**src/rtl/mem_access_stage_pkg.sv**
```systemverilog
// Shared definitions for the MEM pipeline stage: opcode encoding and default widths.
package mem_access_stage_pkg;

    localparam int OP_W = 3;
    localparam int DATA_W_DEFAULT = 8;
    localparam logic [7:0] SP_INIT_DEFAULT = 8'hFF;

    // Encodings 6 and 7 are unused and decode as NOP.
    typedef enum logic [OP_W-1:0] {
        OP_NOP   = 3'd0,
        OP_PASS  = 3'd1,
        OP_LOAD  = 3'd2,
        OP_STORE = 3'd3,
        OP_PUSH  = 3'd4,
        OP_POP   = 3'd5
    } op_e;

endpackage

```
**src/rtl/mem_access_stage_if.sv**
```systemverilog
// EX/MEM input, data-memory and MEM/WB output signals of the MEM stage.
// slave = the stage itself, master = its environment (EX, memory, write-back).
interface mem_access_stage_if #(
    parameter int Width = mem_access_stage_pkg::DATA_W_DEFAULT
);
    import mem_access_stage_pkg::*;

    logic             In_Valid;
    logic             In_Ready;
    logic [OP_W-1:0]  In_Op;
    logic [Width-1:0] In_Addr;
    logic [Width-1:0] In_Data;
    logic [1:0]       In_Rd;
    logic             In_Reg_Write;

    logic             Mem_Write_EN;
    logic             Mem_Read_EN;
    logic [Width-1:0] Mem_Address;
    logic [Width-1:0] Mem_Write_D;
    logic [Width-1:0] Mem_Read_D;

    logic             Out_Valid;
    logic             Out_Ready;
    logic [Width-1:0] Out_Data;
    logic [1:0]       Out_Rd;
    logic             Out_Reg_Write;

    logic [Width-1:0] SP;
    logic             Stack_Fault;

    modport slave (
        input  In_Valid, In_Op, In_Addr, In_Data, In_Rd, In_Reg_Write,
        input  Mem_Read_D, Out_Ready,
        output In_Ready, Mem_Write_EN, Mem_Read_EN, Mem_Address, Mem_Write_D,
        output Out_Valid, Out_Data, Out_Rd, Out_Reg_Write, SP, Stack_Fault
    );

    modport master (
        output In_Valid, In_Op, In_Addr, In_Data, In_Rd, In_Reg_Write,
        output Mem_Read_D, Out_Ready,
        input  In_Ready, Mem_Write_EN, Mem_Read_EN, Mem_Address, Mem_Write_D,
        input  Out_Valid, Out_Data, Out_Rd, Out_Reg_Write, SP, Stack_Fault
    );

endinterface

```
**src/rtl/mem_access_stage_mem_wb.sv**
```systemverilog
// One-entry MEM/WB register (data, rd, reg-write); latency 1, full throughput.
// Ready while empty or draining this cycle; held low during reset so nothing is accepted.
module mem_wb_reg #(
    parameter int Width = 8
) (
    input  logic             clk,
    input  logic             rst,
    input  logic             enq_vld,
    output logic             enq_rdy,
    input  logic [Width-1:0] enq_dat,
    input  logic [1:0]       enq_rd,
    input  logic             enq_wr,
    output logic             deq_vld,
    input  logic             deq_rdy,
    output logic [Width-1:0] deq_dat,
    output logic [1:0]       deq_rd,
    output logic             deq_wr
);

    assign enq_rdy = !rst && (!deq_vld || deq_rdy);

    always_ff @(posedge clk or posedge rst) begin
        if (rst) begin
            deq_vld <= 1'b0;
            deq_dat <= '0;
            deq_rd  <= '0;
            deq_wr  <= 1'b0;
        end else if (enq_vld && enq_rdy) begin
            deq_vld <= 1'b1;
            deq_dat <= enq_dat;
            deq_rd  <= enq_rd;
            deq_wr  <= enq_wr;
        end else if (deq_rdy) begin
            // Fields are left as-is once drained; only valid drops.
            deq_vld <= 1'b0;
        end
    end

endmodule

```
**src/rtl/mem_access_stage.sv**
```systemverilog
// MEM stage: drives data memory on accept, registers result to MEM/WB (latency 1); stalls
// without re-issuing memory side effects. STACK_OPS_EN enables PUSH/POP and the stack pointer.
module mem_access_stage
    import mem_access_stage_pkg::*;
#(
    parameter int               Width   = DATA_W_DEFAULT,
    parameter logic [Width-1:0] SP_Init = Width'(SP_INIT_DEFAULT)
) (
    input  logic              CLK,
    input  logic              RST,
    mem_access_stage_if.slave bus
);

    logic             stage_rdy;
    logic             accept;
    logic             wr_en;
    logic             rd_en;
    logic [Width-1:0] addr;
    logic [Width-1:0] wdata;
    logic [Width-1:0] result;
    logic             reg_wr;

`ifdef STACK_OPS_EN
    logic [Width-1:0] sp_q;
    logic [Width-1:0] sp_d;
    logic             fault_q;
    logic             fault_d;
`endif

    assign accept = bus.In_Valid && stage_rdy;

    // Everything is gated by accept so an idle or stalled stage never touches memory.
    always_comb begin
        wr_en  = 1'b0;
        rd_en  = 1'b0;
        addr   = '0;
        wdata  = '0;
        result = '0;
        reg_wr = 1'b0;
`ifdef STACK_OPS_EN
        sp_d    = sp_q;
        fault_d = fault_q;
`endif
        if (accept) begin
            case (bus.In_Op)
                OP_PASS: begin
                    result = bus.In_Data;
                    reg_wr = bus.In_Reg_Write;
                end
                OP_LOAD: begin
                    rd_en  = 1'b1;
                    addr   = bus.In_Addr;
                    result = bus.Mem_Read_D;
                    reg_wr = bus.In_Reg_Write;
                end
                OP_STORE: begin
                    wr_en = 1'b1;
                    addr  = bus.In_Addr;
                    wdata = bus.In_Data;
                end
`ifdef STACK_OPS_EN
                // Stack grows downward; SP points at the next free slot.
                OP_PUSH: begin
                    wr_en = 1'b1;
                    addr  = sp_q;
                    wdata = bus.In_Data;
                    sp_d  = sp_q - 1'b1;
                    if (sp_q == '0) fault_d = 1'b1;
                end
                OP_POP: begin
                    rd_en  = 1'b1;
                    addr   = sp_q + 1'b1;
                    result = bus.Mem_Read_D;
                    reg_wr = bus.In_Reg_Write;
                    sp_d   = sp_q + 1'b1;
                    if (sp_q == SP_Init) fault_d = 1'b1;
                end
`endif
                default: ;
            endcase
        end
    end

`ifdef STACK_OPS_EN
    always_ff @(posedge CLK or posedge RST) begin
        if (RST) begin
            sp_q    <= SP_Init;
            fault_q <= 1'b0;
        end else begin
            sp_q    <= sp_d;
            fault_q <= fault_d;
        end
    end

    assign bus.SP          = sp_q;
    assign bus.Stack_Fault = fault_q;
`else
    assign bus.SP          = SP_Init;
    assign bus.Stack_Fault = 1'b0;
`endif

    assign bus.In_Ready     = stage_rdy;
    assign bus.Mem_Write_EN = wr_en;
    assign bus.Mem_Read_EN  = rd_en;
    assign bus.Mem_Address  = addr;
    assign bus.Mem_Write_D  = wdata;

    mem_wb_reg #(
        .Width (Width)
    ) u_mem_wb (
        .clk     (CLK),
        .rst     (RST),
        .enq_vld (bus.In_Valid),
        .enq_rdy (stage_rdy),
        .enq_dat (result),
        .enq_rd  (bus.In_Rd),
        .enq_wr  (reg_wr),
        .deq_vld (bus.Out_Valid),
        .deq_rdy (bus.Out_Ready),
        .deq_dat (bus.Out_Data),
        .deq_rd  (bus.Out_Rd),
        .deq_wr  (bus.Out_Reg_Write)
    );

endmodule

```
**src/flat_wrapper.sv**
```systemverilog
// flat-port wrapper written by rule: the top's interface ports become plain ports
module mem_access_stage_flat import mem_access_stage_pkg::*;
#(
    parameter int               Width   = DATA_W_DEFAULT,
    parameter logic [Width-1:0] SP_Init = Width'(SP_INIT_DEFAULT)
)
  (CLK, RST, bus_In_Valid, bus_In_Op, bus_In_Addr, bus_In_Data, bus_In_Rd, bus_In_Reg_Write, bus_Mem_Read_D, bus_Out_Ready, bus_In_Ready, bus_Mem_Write_EN, bus_Mem_Read_EN, bus_Mem_Address, bus_Mem_Write_D, bus_Out_Valid, bus_Out_Data, bus_Out_Rd, bus_Out_Reg_Write, bus_SP, bus_Stack_Fault);
  mem_access_stage_if #(.Width(Width)) bus_i ();
  input  logic CLK;
  input  logic RST;
  input wire logic [$bits(bus_i.In_Valid)-1:0] bus_In_Valid;
  input wire logic [$bits(bus_i.In_Op)-1:0] bus_In_Op;
  input wire logic [$bits(bus_i.In_Addr)-1:0] bus_In_Addr;
  input wire logic [$bits(bus_i.In_Data)-1:0] bus_In_Data;
  input wire logic [$bits(bus_i.In_Rd)-1:0] bus_In_Rd;
  input wire logic [$bits(bus_i.In_Reg_Write)-1:0] bus_In_Reg_Write;
  input wire logic [$bits(bus_i.Mem_Read_D)-1:0] bus_Mem_Read_D;
  input wire logic [$bits(bus_i.Out_Ready)-1:0] bus_Out_Ready;
  output wire logic [$bits(bus_i.In_Ready)-1:0] bus_In_Ready;
  output wire logic [$bits(bus_i.Mem_Write_EN)-1:0] bus_Mem_Write_EN;
  output wire logic [$bits(bus_i.Mem_Read_EN)-1:0] bus_Mem_Read_EN;
  output wire logic [$bits(bus_i.Mem_Address)-1:0] bus_Mem_Address;
  output wire logic [$bits(bus_i.Mem_Write_D)-1:0] bus_Mem_Write_D;
  output wire logic [$bits(bus_i.Out_Valid)-1:0] bus_Out_Valid;
  output wire logic [$bits(bus_i.Out_Data)-1:0] bus_Out_Data;
  output wire logic [$bits(bus_i.Out_Rd)-1:0] bus_Out_Rd;
  output wire logic [$bits(bus_i.Out_Reg_Write)-1:0] bus_Out_Reg_Write;
  output wire logic [$bits(bus_i.SP)-1:0] bus_SP;
  output wire logic [$bits(bus_i.Stack_Fault)-1:0] bus_Stack_Fault;
  assign bus_i.In_Valid = bus_In_Valid;
  assign bus_i.In_Op = bus_In_Op;
  assign bus_i.In_Addr = bus_In_Addr;
  assign bus_i.In_Data = bus_In_Data;
  assign bus_i.In_Rd = bus_In_Rd;
  assign bus_i.In_Reg_Write = bus_In_Reg_Write;
  assign bus_i.Mem_Read_D = bus_Mem_Read_D;
  assign bus_i.Out_Ready = bus_Out_Ready;
  assign bus_In_Ready = bus_i.In_Ready;
  assign bus_Mem_Write_EN = bus_i.Mem_Write_EN;
  assign bus_Mem_Read_EN = bus_i.Mem_Read_EN;
  assign bus_Mem_Address = bus_i.Mem_Address;
  assign bus_Mem_Write_D = bus_i.Mem_Write_D;
  assign bus_Out_Valid = bus_i.Out_Valid;
  assign bus_Out_Data = bus_i.Out_Data;
  assign bus_Out_Rd = bus_i.Out_Rd;
  assign bus_Out_Reg_Write = bus_i.Out_Reg_Write;
  assign bus_SP = bus_i.SP;
  assign bus_Stack_Fault = bus_i.Stack_Fault;
  mem_access_stage #(.Width(Width), .SP_Init(SP_Init)) u_core (.CLK(CLK), .RST(RST), .bus(bus_i));
endmodule
```
**config.mk**
```make
export PLATFORM = sky130hd
export DESIGN_NAME = mem_access_stage_flat
export DESIGN_NICKNAME = d
export VERILOG_FILES = /design/src/rtl/mem_access_stage_pkg.sv /design/src/rtl/mem_access_stage_if.sv /design/src/rtl/mem_access_stage_mem_wb.sv /design/src/rtl/mem_access_stage.sv /design/src/flat_wrapper.sv
export SDC_FILE = /design/constraint.sdc
export NUM_CORES = 1
export LEC_CHECK = 0
export ABC_CLOCK_PERIOD_IN_PS = 4250
export BUFFER_PORTS_ARGS = -buffer_cell sky130_fd_sc_hd__buf_2
export CAP_MARGIN = 20
export CORE_ASPECT_RATIO = 0.8
export CORE_MARGIN = 5
export CORE_UTILIZATION = 40
export CTS_CLUSTER_SIZE = 16
export DETAILED_ROUTE_END_ITERATION = 10
export MAX_ROUTING_LAYER = met4
export PLACE_DENSITY = 0.84
export SLEW_MARGIN = 25
export SYNTH_ARGS = -nofsm -noshare
export SYNTH_HDL_FRONTEND = slang
export SYNTH_SLANG_ARGS = --single-unit
```
**constraint.sdc**
```tcl
create_clock -name CLK -period 4.25 [get_ports CLK]
set_input_delay 0.425 -clock CLK [delete_from_list [all_inputs] [get_ports CLK]]
set_output_delay 0.425 -clock CLK [all_outputs]
set_load 0.1 [all_outputs]
```
# ---- Word level (Yosys, flattened, before mapping)
# Index checks and enable logic that the tools add are counted.
dict set report totals {
  regBits 12
  in_bits 34
  output_inout_bits 40
  wordCells 27
}
dict set report op_classes {
  n_eq_ne 3
  muxes 12
  n_reduce_logical 8
}
# op n
set op_table {}
lappend op_table {{$mux W8} 4}
lappend op_table {{$pmux W8 S2} 1}
lappend op_table {{$mux W1} 7}
lappend op_table {{$eq A3 B2 Y1 const B} 2}
lappend op_table {{$reduce_or A2 Y1} 2}
lappend op_table {{$eq A3 B1 Y1 const B} 1}
lappend op_table {{$logic_and A1 B1 Y1} 2}
lappend op_table {{$logic_not A1 Y1} 2}
lappend op_table {{$reduce_bool A2 Y1} 1}
lappend op_table {{$logic_or A1 B1 Y1} 1}

# ---- Logic depth before layout (Yosys ltp)
# Gate-level depths: netlist of run 1.
dict set report logic_depth {
  ltp_word 5
  mapped_depth 4
  mapped_depth_nobuf 3
}

# ---- Modules after synthesis
# Synthesis of run 1 repeated with hierarchy kept, for this count alone.
dict set report hier_totals {
  hier_cells 94
  area_unflattened_um2 1003.5
}
# mod n_inst cells_per_inst area_per_inst_um2 seq_area_each_um2
set by_module_without_submodules {}
lappend by_module_without_submodules {mem_wb_reg 1 30 535.5 300.3}
lappend by_module_without_submodules {mem_access_stage 1 64 467.9 0.0}

# ---- Worst setup path before layout of run 1
# OpenSTA, ideal clock, no wires.
dict set report synth_path {
  path_type {reg-to-output}
  from {reg u_core.u_mem_wb.deq_vld}
  to {out bus_Mem_Write_D[6]}
  arrival_ns 2.316
  t_required_ns 3.825
  path_slack_ns 1.509
  stages_incl_launch_ff 5
  path_buffers 1
  path_cell_list {dfrtp_1 -> nor2b_4 -> nor4b_4 -> buf_6 -> and3_1}
}
dict set report synth_via {
  elab_chain_cells 5
}
# item line_no
set synth_lines {}
lappend synth_lines {{start, declared} mem_access_stage_mem_wb.sv:13} ;# output logic deq_vld,
lappend synth_lines {{start signal, assigned} mem_access_stage_mem_wb.sv:24} ;# deq_vld <= 1'b0;
lappend synth_lines {{start signal, assigned} mem_access_stage_mem_wb.sv:29} ;# deq_vld <= 1'b1;
lappend synth_lines {{start signal, assigned} mem_access_stage_mem_wb.sv:35} ;# deq_vld <= 1'b0;
lappend synth_lines {{$logic_not A1 Y1} mem_access_stage_mem_wb.sv:20} ;# assign enq_rdy = !rst && (!deq_vld || deq_rdy);
lappend synth_lines {{$logic_or A1 B1 Y1} mem_access_stage_mem_wb.sv:20}
lappend synth_lines {{$logic_and A1 B1 Y1} mem_access_stage_mem_wb.sv:20}
lappend synth_lines {{$logic_and A1 B1 Y1} mem_access_stage.sv:30} ;# assign accept = bus.In_Valid && stage_rdy;
lappend synth_lines {{$mux W8} mem_access_stage.sv:44} ;# if (accept) begin
lappend synth_lines {{end, declared} flat_wrapper.sv:23} ;# output wire logic [$bits(bus_i.Mem_Write_D)-1:0] bus_Mem_Write_D;
# Every way passes these cells.

# ---- Final worst setup path of run 1
dict set report layout_path {
  from {reg u_core.u_mem_wb.deq_vld}
  to {out bus_Mem_Read_EN}
}
dict set report layout_via {
  elab_chain_cells 5
}
# item line_no
set layout_lines {}
lappend layout_lines {{$logic_not A1 Y1} mem_access_stage_mem_wb.sv:20}
lappend layout_lines {{$logic_or A1 B1 Y1} mem_access_stage_mem_wb.sv:20}
lappend layout_lines {{$logic_and A1 B1 Y1} mem_access_stage_mem_wb.sv:20}
lappend layout_lines {{$logic_and A1 B1 Y1} mem_access_stage.sv:30}
lappend layout_lines {{$mux W1} mem_access_stage.sv:44}
lappend layout_lines {{end, declared} flat_wrapper.sv:21} ;# output wire logic [$bits(bus_i.Mem_Read_EN)-1:0] bus_Mem_Read_EN;
# Every way passes these cells.

==> impl_results.md, run 1 <==
* Final Util at 55.68%
* P_leak at 0.7037 nW
* Adder-cell area share of the yosys netlist at 0%
* RSZ-0062 raised after global routing: false
* Clock Sinks at 12
* Die height at 51.25 um
* Final min period at 2.618 ns
* Pin count of the biggest net entering global routing at 18
* Run status: finished, final reports clean
* Initial core utilization at about two fifths
* Number of synthesized flops with an enable pin at 0
* FP Rows at 15
* Grt ovf at 0
* Final hold viol count at 0
* CTS resizes at 0
* DPL Wire Length at 1927 um
* Combinational power share at between 50% and 60%
* VDD IR max at 0.2848 mV
* P_int at 0.0002029 W
* Detail Route Antenna Nets at 0
* Commonest register cell after synthesis: dfrtp_1
* CTS Buffer Depth at 2
* Main combinational cell family by area after synthesis: simple AND/OR/NAND/NOR gates
* Nets at around 170
* WL final at 2314 um
* Die Wd at 61.57 um
* Die Footprint at 0.003155 mm2
* Final period utilization at 61.60%
* Crit path max fanout at 13
* CP startpoint: u_core.u_mem_wb.deq_vld
* # setup viols final at 0
* Leading area contributor after synthesis: dfrtp_1
* Synth Area in Compound Gates at 8.235%
* Setup WS post-layout at 1.632 ns
* Vias per inst at 4.814
* Max Clock Freq at 382.0 MHz
* FF+latch count, synth at 12
* Most common library cells after synthesis: 12 x dfrtp_1, 11 x mux2_2, 10 x buf_4
* Critical path's largest stage delay at 0.73 ns
* CTS Hold Bufs at 0
* PortBufs at 64
* Post-synthesis simple-gate area fraction at 28.82%
* Synth top area share at 35.29%
* Worst-path clk slew at 0.08 ns
* Starting DRT DRC Count at 9
* Yosys cell types at 21
* Core box area at around 0.0021 mm2
* Sequential-to-total area share from yosys stat at 35.29%
* P&R area growth vs syn at 36.32%
* # DRC at 0
* Overall power at 0.0004336 W
* CP Capture Type: output port
* Max_slew headroom at around 40%
* Switching Fraction at roughly 53%
* Synth Instances at 74
* Skew final at roughly 0.011 ns
* CP required at 3.83 ns
* Post-Synth XOR/XNOR Area at 1.029%
* Vias in the first global route at 845
* Seq pwr share at around 31%
* I/O Pins at 74
* Ys async rst share at 100.0%
* Reg2Reg Depth at 3
* Fin. max-slew vios at 0
* Post-CTS Setup Inserts at 0
* Reg-to-reg critical path startpoint: u_core.u_mem_wb.deq_vld
* GR Util All Layers at between 15 and 20%
* YS warnings at 0
* Setup slack at placement at 1.819 ns
* CP arrival at 2.19 ns
* Syn_area_per_cell at about 11 um2
* H-tree Lvls at 1
* Max-cap viol count at 0
* Worst path cell trace: nor2b_4 -> nor3b_2 -> and2_1 -> buf_2
* CTS tree: built
* GPL Wtd Cong at around 0.73
* Min-Delay Path Class: in -> async
* Crit start category: register
* Slew @ Worst Pin at about 0.90 ns
* Most instantiated library cell after synthesis: dfrtp_1
* CP max-delay cell: nor3b_2
* Synth Cell Area at approximately 850 um2
* Ranking of synthesized cells by area: dfrtp_1 35%, mux2_2 15%, buf_4 8.8%
* Root Driver: clkbuf_4
* Net switching power at 0.0002307 W
* Cell Pwr Density at 373.8 mW/mm2
* Total CTS buffers at 3
* Share of layout cells above drive strength 1 at 74.26%
* R2r setup slk at 2.45 ns
* Via count at 775
* TritonRoute pass-1 iters at 4
* Setup TNS at 0 ns
* Routed len/inst at 14.37 um
* Clock share of power at 16.0%
* Crit Path Category: reg -> out
* ANT cells at 0
* Post-synthesis mux area share at about 15%
* Worst-skew pair later-pin latency at 0.27 ns
* Global-route wire length before repair at ~3600 um
* Initial antenna violation count at 0
[registers in the layout (all words and copies together) (netlist names)]
name / cells
u_core.u_mem_wb.deq_vld: 1
u_core.u_mem_wb.deq_rd: 2
u_core.u_mem_wb.deq_wr: 1
u_core.u_mem_wb.deq_dat: 8
[per-layer routing]
| layer | vias to the layer above | global-route usage, % | wire, um |
|---|---|---|---|
| met5 | - | - | 0 |
| met4 | 0 | 4.594 | 8 |
| met3 | 2 | 5.808 | 203 |
| met2 | 36 | 28.57 | 1251 |
| met1 | 371 | 15.46 | 852 |
| li1 | 366 | - | - |
[final timing paths]
path / end
setup reg to reg: u_core.u_mem_wb.deq_dat[7]
max in group asynchronous: u_core.u_mem_wb.deq_dat[7]
setup / recovery: bus_Mem_Read_EN
hold / removal: u_core.u_mem_wb.deq_vld
hold reg to reg: u_core.u_mem_wb.deq_rd[0]
min in group CLK: u_core.u_mem_wb.deq_rd[1]
[layout by cell type, fill, tap and decap left out, drive strengths merged]
master,n
nor4b,1
nor3b,4
or2,1
nand2b,1
xnor2,1
mux2,11
dfrtp,12
nor2b,1
and2,10
inv,1
buf,64
conb,9
a22o,8
and3,8
nor2,1
clkbuf,3
[area by class of cell]
class / instances / area (um2)
fill: 186 / 923.4
multi-input combinational: 56 / 481.7
timing repair buffer: 64 / 320.3
sequential: 12 / 300.3
tap: 25 / 31.28
clock buffer: 3 / 22.52
inverter: 1 / 3.754
[power by group through the flow]
| stage | Sequential [W] | Clock [W] | Combinational, W |
|---|---|---|---|
| after global routing | 0.000136 | 0.0000765 | 0.000238 |
| after floorplan | 0.000235 | 0 | 0.0000965 |
| after detailed placement | 0.000136 | 0 | 0.000230 |
| final | 0.000134 | 0.0000694 | 0.000230 |
| after CTS | 0.000135 | 0.0000722 | 0.000231 |
| after global placement | 0.000136 | 0 | 0.000228 |
[metrics by stage]
| stage | cells | hold slack (ns) | area, um2 |
|---|---|---|---|
| 5_1_grt | 161 | 0.2250 | 1160 |
| 3_3_place_gp | 158 | 0.4862 | 1137 |
| 3_5_place_dp | 158 | 0.4949 | 1137 |
| 6_report | 161 | 0.1955 | 1160 |
| 4_1_cts | 161 | 0.2119 | 1160 |
| 2_1_floorplan | 81 | 0.2897 | 877.1 |
[logic make-up after synthesis]
logic type,after synthesis
and+or+nand+nor,27
buffers and inverters,13
DFF,12
muxes,11
AOI/OAI and AO/OA,8
other,2
xor gates and xnor gates,1
[worst max-delay path, delay by kind of cell, from the launching register on]
family / cells / cell delay [ns]
DFF: 1 / 0.38
buffers and inverters: 1 / 0.42
and+or+nand+nor: 3 / 1.12
(Power assumes the default switching activity.)
==> inputs of run 2 (changes only) <==
Settings changed: ABC_CLOCK_PERIOD_IN_PS 4250 to 2300, CORE_UTILIZATION 40 to 34, PLACE_DENSITY 0.84 to 0.76.
Clock period 4.25 ns to 2.3 ns, I/O delays scaled along.
==> run 2 against run 1 <==
First-iteration DRC count up 22%. Clock skew shrank 0.0038 ns. Sequential cell count did not move. Count of clock-buffer cells in the layout is 1 higher. Worst hold slack worse by 0.19 ns. Critical path depth is the same. Die area up 14%. Non-clock buffer count grew 2. Register-to-register slack got worse by 1.9 ns. Global-route usage is 0.14 points higher. Critical path type unchanged. Highest routed layer unchanged.
==> impl_results.md, run 2 (synthesis gave the netlist of run 1 again) <==
* Filler cells at 214 (+15%)
* P&R area growth vs syn at 57.79%
* # setup viols final at 0 (unchanged)
* Crit Path Category: reg -> out
* DP Cell Count at 171 (+8.2%)
* Worst path cell trace: nor2b_4 -> nor4b_4 -> and2_2 -> buf_2
* ANT cells at 0 (unchanged)
* Min-Delay Path Class: in -> async
* Vias per inst at 4.583 (-4.8%)
* Initial core utilization at 35.12% (-5.7 points)
* CTS resizes at 0 (unchanged)
* R2r setup slk at 0.55 ns (-1.90 ns)
* Cell Pwr Density at 635.2 mW/mm2 (+70%)
* CP max-delay cell: nor4b_4
* TritonRoute pass-1 iters at 4 (unchanged)
* Max Clock Freq at approximately 480 MHz
* Overall power at 0.0008528 W (+97%)
* # DRC at 0 (unchanged)
* Run status: finished, final reports clean
* CP arrival at 1.87 ns (-0.32 ns)
* GPL Wtd Cong at 0.8047 (+9.7%)
* FF+latch area at 300.3 um2 (unchanged)
* Worst-skew pair later-pin latency at 0.28 ns (about the same)
* Grt ovf at 0 (unchanged)
* Starting DRT DRC Count at 11 (+2)
* FP Rows at 16 (+1)
* Post-CTS Setup Inserts at 0 (unchanged)
* Final min period at about 2.1 ns
* RSZ-0062 raised after global routing: false
* CTS Hold Bufs at 0 (unchanged)
* Vias in the first global route at 854 (+1.1%)
* Final Util at 55.42% (-0.25 points)
* CTS Buffer Depth at 2 (unchanged)
* GR Util All Layers at 15.93% (+0.14 points)
* VDD IR max at 0.4835 mV (+70%)
* Critical path's largest stage delay at 0.43 ns (-0.30 ns)
* Share of layout cells above drive strength 1 at 76.98% (+2.7 points)
* Leading cell types in the layout, fill and taps excluded: 55 x buf_2, 12 x dfrtp_1, 11 x mux2_2, 10 x and2_2
* Core box area at 0.002422 mm2 (+16%)
* Setup TNS at 0 ns (unchanged)
* Area of the multi-input gates at 486.7 um2 (+1.0%)
* DPL Wire Length at 2119 um (+9.9%)
* CP bufs+invs at 1 (unchanged)
* Final period utilization at 91.50%
* Crit path max fanout at 10 (-3)
* Top Registers: u_core.u_mem_wb.deq_dat x8, u_core.u_mem_wb.deq_rd x2
* Final hold viol count at 0 (unchanged)
* Initial antenna violation count at 0 (unchanged)
* Routed len/inst at 14.58 um (+1.4%)
* PortBufs at 64 (unchanged)
* Max-cap viol count at 0 (unchanged)
* CP Capture Type: output port
* Via count at 802 (+3.5%)
* Global-route wire length before repair at 4105 um (+14%)
* Worst R2R End: u_core.u_mem_wb.deq_rd[0]
* Biggest register: u_core.u_mem_wb.deq_dat
* Reg-to-reg critical path startpoint: u_core.u_mem_wb.deq_vld
* CP required at 2.07 ns (-1.76 ns)
* Pin count of the biggest net entering global routing at 13 (-5)
* Root Driver: clkbuf_4
* Reg2Reg Depth at 4 (+1)
* Skew final at 0.007706 ns (-0.003786 ns)
* Layout Cells excl Fill at 175 (+8.7%)
* Die Wd at 65.93 um (+7.1%)
* Die height at 54.74 um (+6.8%)
* WL final at 2551 um (+10%)
* Max_slew headroom at 63.17% (+23 points)
* Worst-path clk slew at 0.08 ns (about the same)
* Detail Route Antenna Nets at 0 (unchanged)
* Most common cell after layout, fill and taps aside: buf_2
* Max reg flops at 8 (unchanged)
* Cell family with most CP delay: simple AND/OR/NAND/NOR gates
* H-tree Lvls at 1 (unchanged)
* Fin. max-slew vios at 0 (unchanged)
* P_leak at 0.7453 nW (+5.9%)
* I/O Pins at 74 (unchanged)
* Clock Sinks at 12 (unchanged)
* CTS tree: built
* Total CTS buffers at 3 (unchanged)
* Nets at 174 (+1.2%)
* Die Footprint at 0.003609 mm2 (+14%)
* Slew @ Worst Pin at 0.5500 ns (-0.3474 ns)
* Crit start category: register
[run 2: report_power, final]
part	internal [W]	leakage (nW)	switching, W
Sequential	0.000235	0.157	0.0000125
Combinational	0.0000858	0.567	0.000349
Clock	0.0000962	0.0210	0.0000736
Total	0.000417	0.745	0.000435
[run 2: worst max path at each step]
stage,from,to,slack (ns),cells after the start
floorplan,u_core.u_mem_wb.deq_vld,bus_Mem_Write_D[6],0.03,4
global placement,u_core.u_mem_wb.deq_vld,bus_Mem_Address[5],0.57,4
detailed placement,u_core.u_mem_wb.deq_vld,bus_Mem_Write_EN,0.49,4
CTS,u_core.u_mem_wb.deq_vld,bus_Mem_Write_EN,0.18,4
global route,u_core.u_mem_wb.deq_vld,bus_Mem_Address[2],0.05,4
finish,u_core.u_mem_wb.deq_vld,bus_Mem_Write_EN,0.20,4
[run 2: worst register-to-register path, cell delays in order, from the launching register on]
cell and delay (ns):
dfrtp_1 0.39, nor2b_4 0.15, nor3b_2 0.47, buf_4 0.27, mux2_2 0.35
[run 2: routing by layer]
layer  up-vias  GRT usage (%)  part of all wire (%)
li1        372              -                     -
met1       374          18.09                    39
met3         7          4.928                   9.9
met5         -              -                     0
met4         0          6.081                   1.5
met2        49          26.79                    49
[run 2: cell type report]
cell class	count	area share (%)
clock buffer	4	2.703
inverter	1	0.2796
tap	36	3.355
multi-input combinational	56	36.25
timing repair buffer	66	35.04
sequential	12	22.37
[run 2: through the flow]
| stage | setup WS (ns) | instance area [um2] | hold slack (ns) |
|---|---|---|---|
| after global placement | 0.5665 | 1306 | 0.3172 |
| after detailed placement | 0.4897 | 1306 | 0.3263 |
| after global routing | 0.05116 | 1343 | 0.05726 |
| after floorplan | 0.03283 | 882.1 | 0.09470 |
| final | 0.1955 | 1343 | 0.005960 |
| after CTS | 0.1754 | 1343 | 0.01705 |
